**src/rtl/demux1x4_seq_pkg.sv**
```systemverilog
// Shared constants and encodings for the sequential 1-to-4 demultiplexer.
package demux1x4_seq_pkg;

    localparam int NUM_LANES = 4;
    localparam int PTR_W     = 2;

    // Routing mode: fixed select from s1/s0, or round-robin auto-advance.
    typedef enum logic {
        MODE_FIXED = 1'b0,
        MODE_RR    = 1'b1
    } mode_e;

endpackage

```
**src/rtl/demux1x4_seq_decoder2x4.sv**
```systemverilog
// 2-to-4 one-hot decoder with enable; produces the lane write enables.
module decoder2x4
    import demux1x4_seq_pkg::*;
(
    input  logic [PTR_W-1:0]     idx,
    input  logic                 en,
    output logic [NUM_LANES-1:0] onehot
);

    // One-hot decode of idx, all zero when not enabled.
    always_comb begin
        onehot = '0;
        if (en) begin
            onehot[idx] = 1'b1;
        end
    end

endmodule

```
**src/rtl/demux1x4_seq.sv**
```systemverilog
// Sequential 1-to-4 demultiplexer: routes a serial bit into one of four
// registered lanes, either by explicit select or round-robin, and in
// round-robin mode assembles a 4-bit word at the end of each frame.
//
// Handshake: valid-only stream, no ready. A bit is accepted on every rising
// edge where valid=1, clr=0 and the block is out of reset; there is no
// backpressure, so back-to-back valid cycles are all consumed.
module demux1x4_seq
    import demux1x4_seq_pkg::*;
(
    input  logic       clk,
    input  logic       rst_n,
    input  logic       d,
    input  logic       valid,
    input  logic       mode,
    input  logic       s1,
    input  logic       s0,
    input  logic       clr,
    output logic       o0,
    output logic       o1,
    output logic       o2,
    output logic       o3,
    output logic       v0,
    output logic       v1,
    output logic       v2,
    output logic       v3,
    output logic [1:0] ptr,
    output logic [3:0] q,
    output logic       qv
);

    logic [NUM_LANES-1:0] lane_q, lane_d;
    logic [NUM_LANES-1:0] pulse_q;
    logic [NUM_LANES-1:0] lane_en;
    logic [PTR_W-1:0]     ptr_q, ptr_d;
    logic [PTR_W-1:0]     eff_ptr;
    logic [PTR_W-1:0]     target;
    logic [3:0]           q_q, q_d;
    logic                 qv_q, qv_d;
    mode_e                mode_now;
    mode_e                mode_q;
    logic                 armed_q;
    logic                 mode_chg;
    logic                 accept;
    logic                 frame_end;

    assign mode_now = mode_e'(mode);

    // A mode change restarts the frame: the pointer is treated as 0 on the
    // first edge in the new mode, so a bit accepted there lands in lane 0.
    assign mode_chg = (mode_now != mode_q);
    assign eff_ptr  = mode_chg ? '0 : ptr_q;
    assign target   = (mode_now == MODE_RR) ? eff_ptr : {s1, s0};

    // armed_q keeps the first edge after reset release from accepting a bit.
    assign accept    = valid & ~clr & armed_q;
    assign frame_end = accept & (mode_now == MODE_RR)
                       & (eff_ptr == PTR_W'(NUM_LANES - 1));

    decoder2x4 u_dec (
        .idx    (target),
        .en     (accept),
        .onehot (lane_en)
    );

    // Next-state for lanes, pointer and assembled word; clr wins over data.
    always_comb begin
        lane_d = lane_q;
        ptr_d  = eff_ptr;
        q_d    = q_q;
        qv_d   = 1'b0;
        if (clr) begin
            lane_d = '0;
            ptr_d  = '0;
            q_d    = '0;
        end else begin
            for (int i = 0; i < NUM_LANES; i++) begin
                if (lane_en[i]) begin
                    lane_d[i] = d;
                end
            end
            if (mode_now == MODE_FIXED) begin
                ptr_d = '0;
            end else if (accept) begin
                ptr_d = eff_ptr + PTR_W'(1);
            end
            if (frame_end) begin
                q_d  = {d, lane_q[2:0]};
                qv_d = 1'b1;
            end
        end
    end

    // State registers; reset discards any partial frame.
    always_ff @(posedge clk or negedge rst_n) begin
        if (!rst_n) begin
            lane_q  <= '0;
            pulse_q <= '0;
            ptr_q   <= '0;
            q_q     <= '0;
            qv_q    <= 1'b0;
            mode_q  <= MODE_FIXED;
            armed_q <= 1'b0;
        end else begin
            lane_q  <= lane_d;
            pulse_q <= lane_en;
            ptr_q   <= ptr_d;
            q_q     <= q_d;
            qv_q    <= qv_d;
            mode_q  <= mode_now;
            armed_q <= 1'b1;
        end
    end

    assign {o3, o2, o1, o0} = lane_q;
    assign {v3, v2, v1, v0} = pulse_q;
    assign ptr              = ptr_q;
    assign q                = q_q;
    assign qv               = qv_q;

endmodule

```
**config.mk**
```make
export PLATFORM = sky130hd
export DESIGN_NAME = demux1x4_seq
export DESIGN_NICKNAME = d
export VERILOG_FILES = /design/src/rtl/demux1x4_seq_pkg.sv /design/src/rtl/demux1x4_seq_decoder2x4.sv /design/src/rtl/demux1x4_seq.sv
export SDC_FILE = /design/constraint.sdc
export NUM_CORES = 1
export LEC_CHECK = 0
export CAP_MARGIN = 10
export CORE_MARGIN = 2
export CORE_UTILIZATION = 44
export CTS_CLUSTER_SIZE = 24
export DETAILED_ROUTE_END_ITERATION = 6
export MAX_ROUTING_LAYER = met4
export PLACE_DENSITY = 0.76
export RECOVER_POWER = 25
export SETUP_SLACK_MARGIN = 0.1
export SLEW_MARGIN = 20
export SYNTH_ARGS = -nofsm -noshare
export SYNTH_HDL_FRONTEND = slang
export SYNTH_HIERARCHICAL = 1
export SYNTH_SLANG_ARGS = --single-unit
```
**constraint.sdc**
```tcl
create_clock -name clk -period 1.55 [get_ports clk]
set_input_delay 0.31 -clock clk [delete_from_list [all_inputs] [get_ports clk]]
set_output_delay 0.31 -clock clk [all_outputs]
set_load 0.03 [all_outputs]
```
==> out/qor.txt, run 1 <==
DR WL/cell = 13.4 microns
Hold Startpoint = mode
PortBufs = 22
sequential cell area fraction in the yosys report = 57.1%
asr flop ratio synth = 100%
clk sinks = 17
CP bufs+invs = 1
pwr dens = 725 mW/mm^2
LEAKAGE = 0.585 nW
worst-skew pair later-pin latency = 0.30 ns
Syn Inst Count = 55
final wirelength = 1410 microns
final setup fails = 0
filler-free cell count of the finished design = 105
Starting Density = 48.3%
#FFs+latches synth = 17
internal reg-to-reg setup slack = 0.26 ns
most common cell after layout, fill and taps aside = dfrtp_1
Iter 0 DRT Violations = 6
RR Startpoint = ptr[0]
number of routed nets with antenna violations = 0
Worst Setup Path Type = flop to primary output
Final Max Slew Viols = 0
diode count = 0
Die W = 45.1 microns
drt pass-1 iters = 4
routability cong. = 0.726
post-synth net total = 63
# IOs = 23
Post-CTS Hold Buffers = 0
Clock Path Buffers = 2
Worst Max-Slew Pin Slew = 0.874 ns
status = finished clean
first-pass GRT wire length = 2210 microns
VDD IR max = 0.491 mV
layout overhead on the synthesized area = 42.2%
post-DP HPWL = 1030 microns
worst path cell trace = dlygate4sd2_1
CP Max Fanout = 3
unrepaired setup endpoints after global routing = yes
Worst Setup Start Kind = flop
Final nets = 98
Worst Setup End Kind = primary output
CTS buffer count = 3
maximum operating frequency = 712 MHz
Max Cap Viol = 0
cell family with most CP delay = buffers and inverters
Rel. slew slack = 41.8%
yosys warns = 6
min Tclk post-route = 1.41 ns
antenna violations before repair = 0
number of global-route vias before repair = 504
Most used DFF post-synth = dfrtp_1
CTS root buffer = clkbuf_4
Vias = 521
mux contribution to synthesized area = 12.8%
total grt overflow = 0
drc violations = 0
largest net degree at the start of global routing = 18
clock skew = 0.00451 ns
Vias/cell = 4.96
most frequent cells in the layout = dfrtp_1 (16), dlygate4sd2_1 (14), buf_4 (8), clkdlybuf4s50_1 (6), mux2i_1 (5)
WHS = 0.388 ns
filler cell count = 136
Worst path slowest cell = dlygate4sd2_1
die area = 0.00204 sq mm
Core ar. = 0.00154 sq mm
CP Launch Point = lane_q[2]
Synth Area in Compound Gates = 1.34%
crit-path max cell delay = 0.41 ns
main combinational cell family by area after synthesis = simple AND/OR/NAND/NOR gates
total design power = 0.000767 W
gr usage total = 16.0%
XOR/XNOR Fraction of Synth Area = 2.35%
Synth Area in Adders = 0%
share of cells above drive strength 1 = 30.3%
Inst Count DP = 99
Post-synth EDFFs = 0
Mean Syn Cell Area = 13.5 sq um
H-tree Lvls = 1
FP Rows = 14
period utilization = 90.6%
Clock Pin Slew Worst Setup and Hold Paths = 0.09 ns
Die H = 45.1 microns
CTS tree = built
CP Data Required Time = 1.24 ns
simple-gate share of the synthesized area = 23.7%
Cell Area, Synth = 744 sq um
final hold viol count = 0
CP arrival = 1.10 ns
worst min-delay path class = input port to flop
Netlist cell types = 22
## through the flow
stage	utilization, %	worst slack (ns)	setup TNS [ns]	cell area [sq um]
2_1_floorplan	-	0.170	0	746
3_3_place_gp	67.0	-0.240	-1.34	1030
3_5_place_dp	67.0	-0.300	-1.69	1030
4_1_cts	67.6	0.0751	0	1040
5_1_grt	68.7	0.0774	0	1060
6_report	68.7	0.145	0	1060
## worst reg2reg max path, stage by stage, from the launching register on
cell and delay (ns):
dfrtp_1 0.44, nand3_1 0.12, o21ai_2 0.14, and3_2 0.26, mux2i_1 0.18, nor2_1 0.06
## final timing paths
kind / to / cells past startpoint
max: o2 / 1
min: mode_q / 2
max reg2reg: lane_q[3] / 5
min reg2reg: q[1] / 1
max in group asynchronous: ptr[1] / 2
min in group asynchronous: q[3] / 2
## where the power goes
group	switching, W	leakage [nW]	total (W)	internal [W]
Clock	0.000137	0.0177	0.000234	0.0000962
Sequential	0.00000518	0.230	0.000454	0.000449
Combinational	0.0000419	0.337	0.0000793	0.0000373
Total	0.000185	0.585	0.000767	0.000583
## what timing repair did
item	in CTS	in global routing
gates resized for setup	16	8
buffers inserted	0	2
setup endpoints to repair	18	5
## registers in the layout, indices dropped and copies added (netlist names)
name	count
armed_q	1
lane_q	4
mode_q	1
ptr	2
pulse_q	4
q	4
qv	1
## per-layer routing
layer  global-route usage [%]  share of wire [%]  up-vias
met5                        -                  0        -
met4                     7.06                1.7        0
met3                     3.60                3.7        5
met2                     25.1                 49       12
met1                     19.5                 46      252
li1                         -                  -      252
## cell type report
| cell class | instances | area [sq um] | area share, % |
|---|---|---|---|
| flip-flops and latches | 17 | 427 | 40.3 |
| multi-input cells | 34 | 318 | 30.0 |
| repair buffers | 31 | 255 | 24.1 |
| clock buffers | 3 | 22.5 | 2.13 |
| well taps | 16 | 20.0 | 1.89 |
| inverters | 3 | 11.3 | 1.06 |
| clock inverters | 1 | 5.00 | 0.473 |
## cells by family (layout without fill, tap and decap cells)
kind of cell,after synthesis,after routing
AO/OA/AOI/OAI,2,2
AND/OR/NAND/NOR,21,21
other,1,1
buffers and inverters,4,38
flip-flops,17,17
XOR/XNOR,2,2
multiplexers,8,8
## cell usage after synthesis, types with 2 or more instances
library cell | count | area, sq um
dfrtp_1 | 17 | 425
mux2i_1 | 5 | 50.1
nor2_1 | 4 | 15.0
inv_1 | 3 | 11.3
mux2_4 | 3 | 45.0
nor2b_1 | 3 | 18.8
and3b_1 | 2 | 17.5
nand2b_1 | 2 | 12.5
nor3b_2 | 2 | 25.0
xnor2_1 | 2 | 17.5
No activity file was read; power rests on OpenSTA's default activity.
==> inputs of run 2 (changes only) <==
--- a/config.mk
+++ b/config.mk
@@ -6,12 +6,13 @@
 export NUM_CORES = 1
 export LEC_CHECK = 0
 export CAP_MARGIN = 10
-export CORE_MARGIN = 2
-export CORE_UTILIZATION = 44
+export CORE_AREA = 2 2 39 41
 export CTS_CLUSTER_SIZE = 24
 export DETAILED_ROUTE_END_ITERATION = 6
+export DIE_AREA = 0 0 41 43
+export DONT_BUFFER_PORTS = 1
 export MAX_ROUTING_LAYER = met4
-export PLACE_DENSITY = 0.76
+export PLACE_DENSITY = 0.71
 export RECOVER_POWER = 25
 export SETUP_SLACK_MARGIN = 0.1
 export SLEW_MARGIN = 20
==> run 2 against run 1 <==
Effect of this change: maximum frequency is 5.1% higher; sequential share of layout area is 12 points higher; via count is 20% lower; sequential power is 2% higher; clock skew is 0.00075 ns higher; core utilization is 9.7 points lower; worst setup slack better by 0.068 ns; design area is 23% lower; combinational power is 59% lower; critical endpoint is now lane_q[3]; largest power group unchanged; highest routed layer unchanged.
==> out/qor.txt, run 2 (synthesis gave the netlist of run 1 again) <==
status = finished clean
share of cells above drive strength 1 = 26.2%
dpl ws = 0.136 ns
most frequent cells in the layout = dfrtp_1 (16), mux2i_1 (5), nor2_1 (4)
CTS tree = built
post-CTS setup buffer count = 0
Final nets = 70
post-DP HPWL = 881 microns
Clock Pin Slew Worst Setup and Hold Paths = 0.09 ns
Reg area = 427 sq um
total design power = 0.000717 W
largest net degree at the start of global routing = 18
number of routed nets with antenna violations = 0
crit-path max cell delay = 0.44 ns
filler cell count = 115
Final Max Slew Viols = 0
CP arrival = 1.52 ns
worst-skew pair later-pin latency = 0.28 ns
unrepaired setup endpoints after global routing = no
Worst Max-Slew Pin Slew = 0.743 ns
drt pass-1 iters = 2
worst setup path endpoint = lane_q[3]
RR Startpoint = ptr[0]
Reg2Reg Depth = 5
PortBufs = 0
number of global-route vias before repair = 446
Max Cap Viol = 0
CTS root buffer = clkbuf_4
worst min-delay path class = input port to flop
Setup WS post-layout = 0.213 ns
Clock Path Buffers = 2
min Tclk post-route = 1.34 ns
final hold viol count = 0
period utilization = 86.3%
pwr dens = 878 mW/mm^2
CP Max Fanout = 4
WHS = 0.0556 ns
H-tree Lvls = 1
utilization after layout = 59.0%
Die W = 41 microns
clock skew = 0.00525 ns
most common cell after layout, fill and taps aside = dfrtp_1
Worst Setup Path Type = flop to flop
VDD IR max = 0.477 mV
CP bufs+invs = 0
die area = 0.00176 sq mm
Fin Setup TNS = 0 ns
CP Launch Point = ptr[0]
footprint of the multi-input gates = 307 sq um
gr usage total = 17.3%
# IOs = 23
CP Data Required Time = 1.73 ns
LEAKAGE = 0.415 nW
Hold Crit Depth = 0
worst r2r dst = lane_q[3]
antenna violations before repair = 0
DR WL/cell = 15.4 microns
Die H = 43 microns
Vias = 415
Worst path slowest cell = dfrtp_1
first-pass GRT wire length = 1960 microns
routability cong. = 0.744
total grt overflow = 0
FP Rows = 14
Vias/cell = 5.39
Core ar. = 0.00138 sq mm
clk sinks = 17
layout overhead on the synthesized area = 9.58%
final setup fails = 0
CTS buffer count = 3
cell family with most CP delay = flip-flops
Rel. slew slack = 50.3%
diode count = 0
Iter 0 DRT Violations = 6
maximum operating frequency = 748 MHz
worst path cell trace = nand3_1 > o21ai_1 > and3_2 > mux2i_1 > nor2_1
Worst Setup Start Kind = flop
internal reg-to-reg setup slack = 0.21 ns
Starting Density = 53.8%
Worst path depth = 5
Worst Setup End Kind = flop
drc violations = 0
final wirelength = 1190 microns
[run 2: worst min path at each step]
stage | slack, ns | end | start
floorplan | 0.01 | armed_q | rst_n
global placement | 0.01 | ptr[1] | rst_n
detailed placement | 0.01 | ptr[1] | rst_n
CTS | 0.04 | mode_q | mode
global route | 0.03 | mode_q | mode
finish | 0.06 | mode_q | mode
[run 2: cell type report]
type / count / share of cell area, %
clock buffers: 4 / 3.22
repair buffers: 3 / 3.07
flip-flops and latches: 17 / 52.3
well taps: 16 / 2.45
inverters: 3 / 1.38
multi-input cells: 34 / 37.6
[run 2: worst reg2reg max path: stages, from the launching register on]
cell and delay (ns):
dfrtp_1 0.44, nand3_1 0.09, o21ai_1 0.18, and3_2 0.27, mux2i_1 0.21, nor2_1 0.05
[run 2: power by group]
group	total, W	switching (W)	internal, W
clock	0.000224	0.000124	0.0000997
combinational	0.0000323	0.0000190	0.0000133
sequential	0.000461	0.0000115	0.000449
[run 2: through the flow]
step | area [sq um] | instances
6_report | 816 | 77
5_1_grt | 816 | 77
4_1_cts | 812 | 77
3_5_place_dp | 776 | 72
3_3_place_gp | 776 | 72
2_1_floorplan | 746 | 55
[run 2: metal layers]
layer	routed length (microns)	vias to the layer above	track usage [%]
met5	0	-	-
met4	8	0	10.0
met3	72	2	5.24
met2	594	13	24.1
met1	513	203	21.5
li1	-	197	-
[run 2: timing repair]
action	4_1_cts	5_1_grt
hold endpoints to repair	17	0
setup endpoints to repair	0	4
resized for setup	0	3
hold buffers	1	0
==> variant (config.mk and constraints of run 1) <==
Reset style: synchronous (`rst_n`), changed in one clocked block.
--- a/src/rtl/demux1x4_seq.sv
+++ b/src/rtl/demux1x4_seq.sv
@@ -93,5 +93,5 @@
 
     // State registers; reset discards any partial frame.
-    always_ff @(posedge clk or negedge rst_n) begin
+    always_ff @(posedge clk) begin
         if (!rst_n) begin
             lane_q  <= '0;
Behaviour: differs if rst_n is asserted again (counterexample within 4 cycles, from zero or initial values and one cycle with rst_n low); with rst_n held inactive, the same outputs for 10 cycles.
==> variant against run 1 <==
Final area is 4.6% lower. Power is 0.44% lower. Worst setup slack worse by 0.030 ns. Critical path depth stayed put. Final cell count is 15% higher. Utilization is 0.85 points lower. Synthesized area is 6.7% lower. Routed wire length is 7.5% higher. Combinational power is 5.7% higher. Maximum frequency is 2.1% lower. Sequential cell count stayed put. First-iteration DRC count grew to 4.2 times the old value. Critical endpoint is now ptr[0]. Highest routed layer unchanged.
==> variant: results (changes against run 1) <==
{| class="wikitable"
! Metric !! Value
|-
| Layout cell share with drive strength beyond 1 || 20.0% (-10 points)
|-
| Placed Area || 987 µm² (-4.5%)
|-
| WHS Endpoint || mode_q
|-
| Largest fanout on the critical path || 5 (+2)
|-
| Min Hold Slack || 0.470 ns (+0.0823 ns)
|-
| Clock latency reported for the late side of the worst-skew pair || 0.28 ns (-0.02 ns)
|-
| Destination of the worst register-to-register timing path || q[3]
|-
| Number of global-route vias before repair || 597 (+18%)
|-
| LEAKAGE || 0.470 nW (-20%)
|-
| Placer's final routability congestion estimate || 0.781 (+7.5%)
|-
| TritonRoute pass-1 iters || 6 (+2)
|-
| Most common cell in the netlist || dfxtp_1
|-
| Max rail drop VDD || 0.000589 V (+20%)
|-
| Net count after synthesis || 81 (+29%)
|-
| Family of cells with the greatest summed delay on the critical path || flip-flops
|-
| Total wire length || 1510 µm (+7.5%)
|-
| RR Startpoint || mode_q
|-
| Post-synthesis to final-layout area growth || 45.4%
|-
| FF-to-FF setup slack || 0.17 ns (-0.09 ns)
|-
| Status || finished clean
|-
| Final-layout fill cell count || 122 (-10%)
|-
| Number of cells produced by synthesis || 72 (+31%)
|-
| Worst slack after detailed placement || -0.416 ns (-0.116 ns)
|-
| Violation count after the first detailed-routing iteration || 25 (+19)
|-
| Largest net degree at the start of global routing || 10 (-8)
|-
| Main area contributors after synthesis || dfxtp_1 49%, nand3_1 6.5%, mux2i_1 5.8%, o21ai_0 4.3%, and2_2 4.3%
|}
[variant: cell count changes after synthesis, moves of 2 or more]
cell / before / now
nand3_1: 1 / 9
and2_2: 0 / 4
a21oi_1: 0 / 5
dfxtp_1: 0 / 17
dfrtp_1: 17 / 0
o21ai_0: 1 / 6
and2_1: 0 / 4
xnor2_1: 2 / 0
mux2_4: 3 / 0
nor2b_1: 3 / 0
[variant: worst max path at each step]
| stage | from | end | cells after the start |
|---|---|---|---|
| 3_3_place_gp | mode | lane_q[3] | 6 |
| 3_5_place_dp | mode | lane_q[3] | 6 |
| 2_1_floorplan | mode | qv | 6 |
| 5_1_grt | mode_q | q[0] | 6 |
| 6_report | ptr[0] | ptr[0] | 1 |
| 4_1_cts | ptr[0] | ptr[0] | 1 |
[variant: per-layer routing]
layer,up-vias,global-route usage (%),wire [µm]
met3,4,3.75,138
li1,314,-,-
met5,-,-,0
met2,36,27.1,739
met1,300,23.0,622
met4,0,7.88,10
[variant: final cells by class]
type	count	area share [%]
Tap cell	16	1.98
Multi-Input combinational cell	50	34.3
Timing Repair Buffer	31	26.3
Inverter	3	1.12
Clock buffer	4	2.60
Sequential cell	17	33.7
[variant: cells by family (layout without fill, tap and decap cells)]
kind of cell	count (synthesis)	count (layout)	synth area share, %
adder cells (fa/ha/maj)	1	1	1.80
buffers and inverters	5	38	3.78
XOR/XNOR	1	1	2.34
multiplexers	4	4	5.77
flip-flops	17	17	49.0
AO/OA/AOI/OAI	13	13	10.3
AND/OR/NAND/NOR	31	31	27.0
[variant: where the power goes]
group	leakage, nW	switching, mW	internal, mW
logic	0.317	0.0397	0.0440
registers	0.138	0.00372	0.441
clock network	0.0150	0.135	0.0998
total	0.470	0.179	0.585
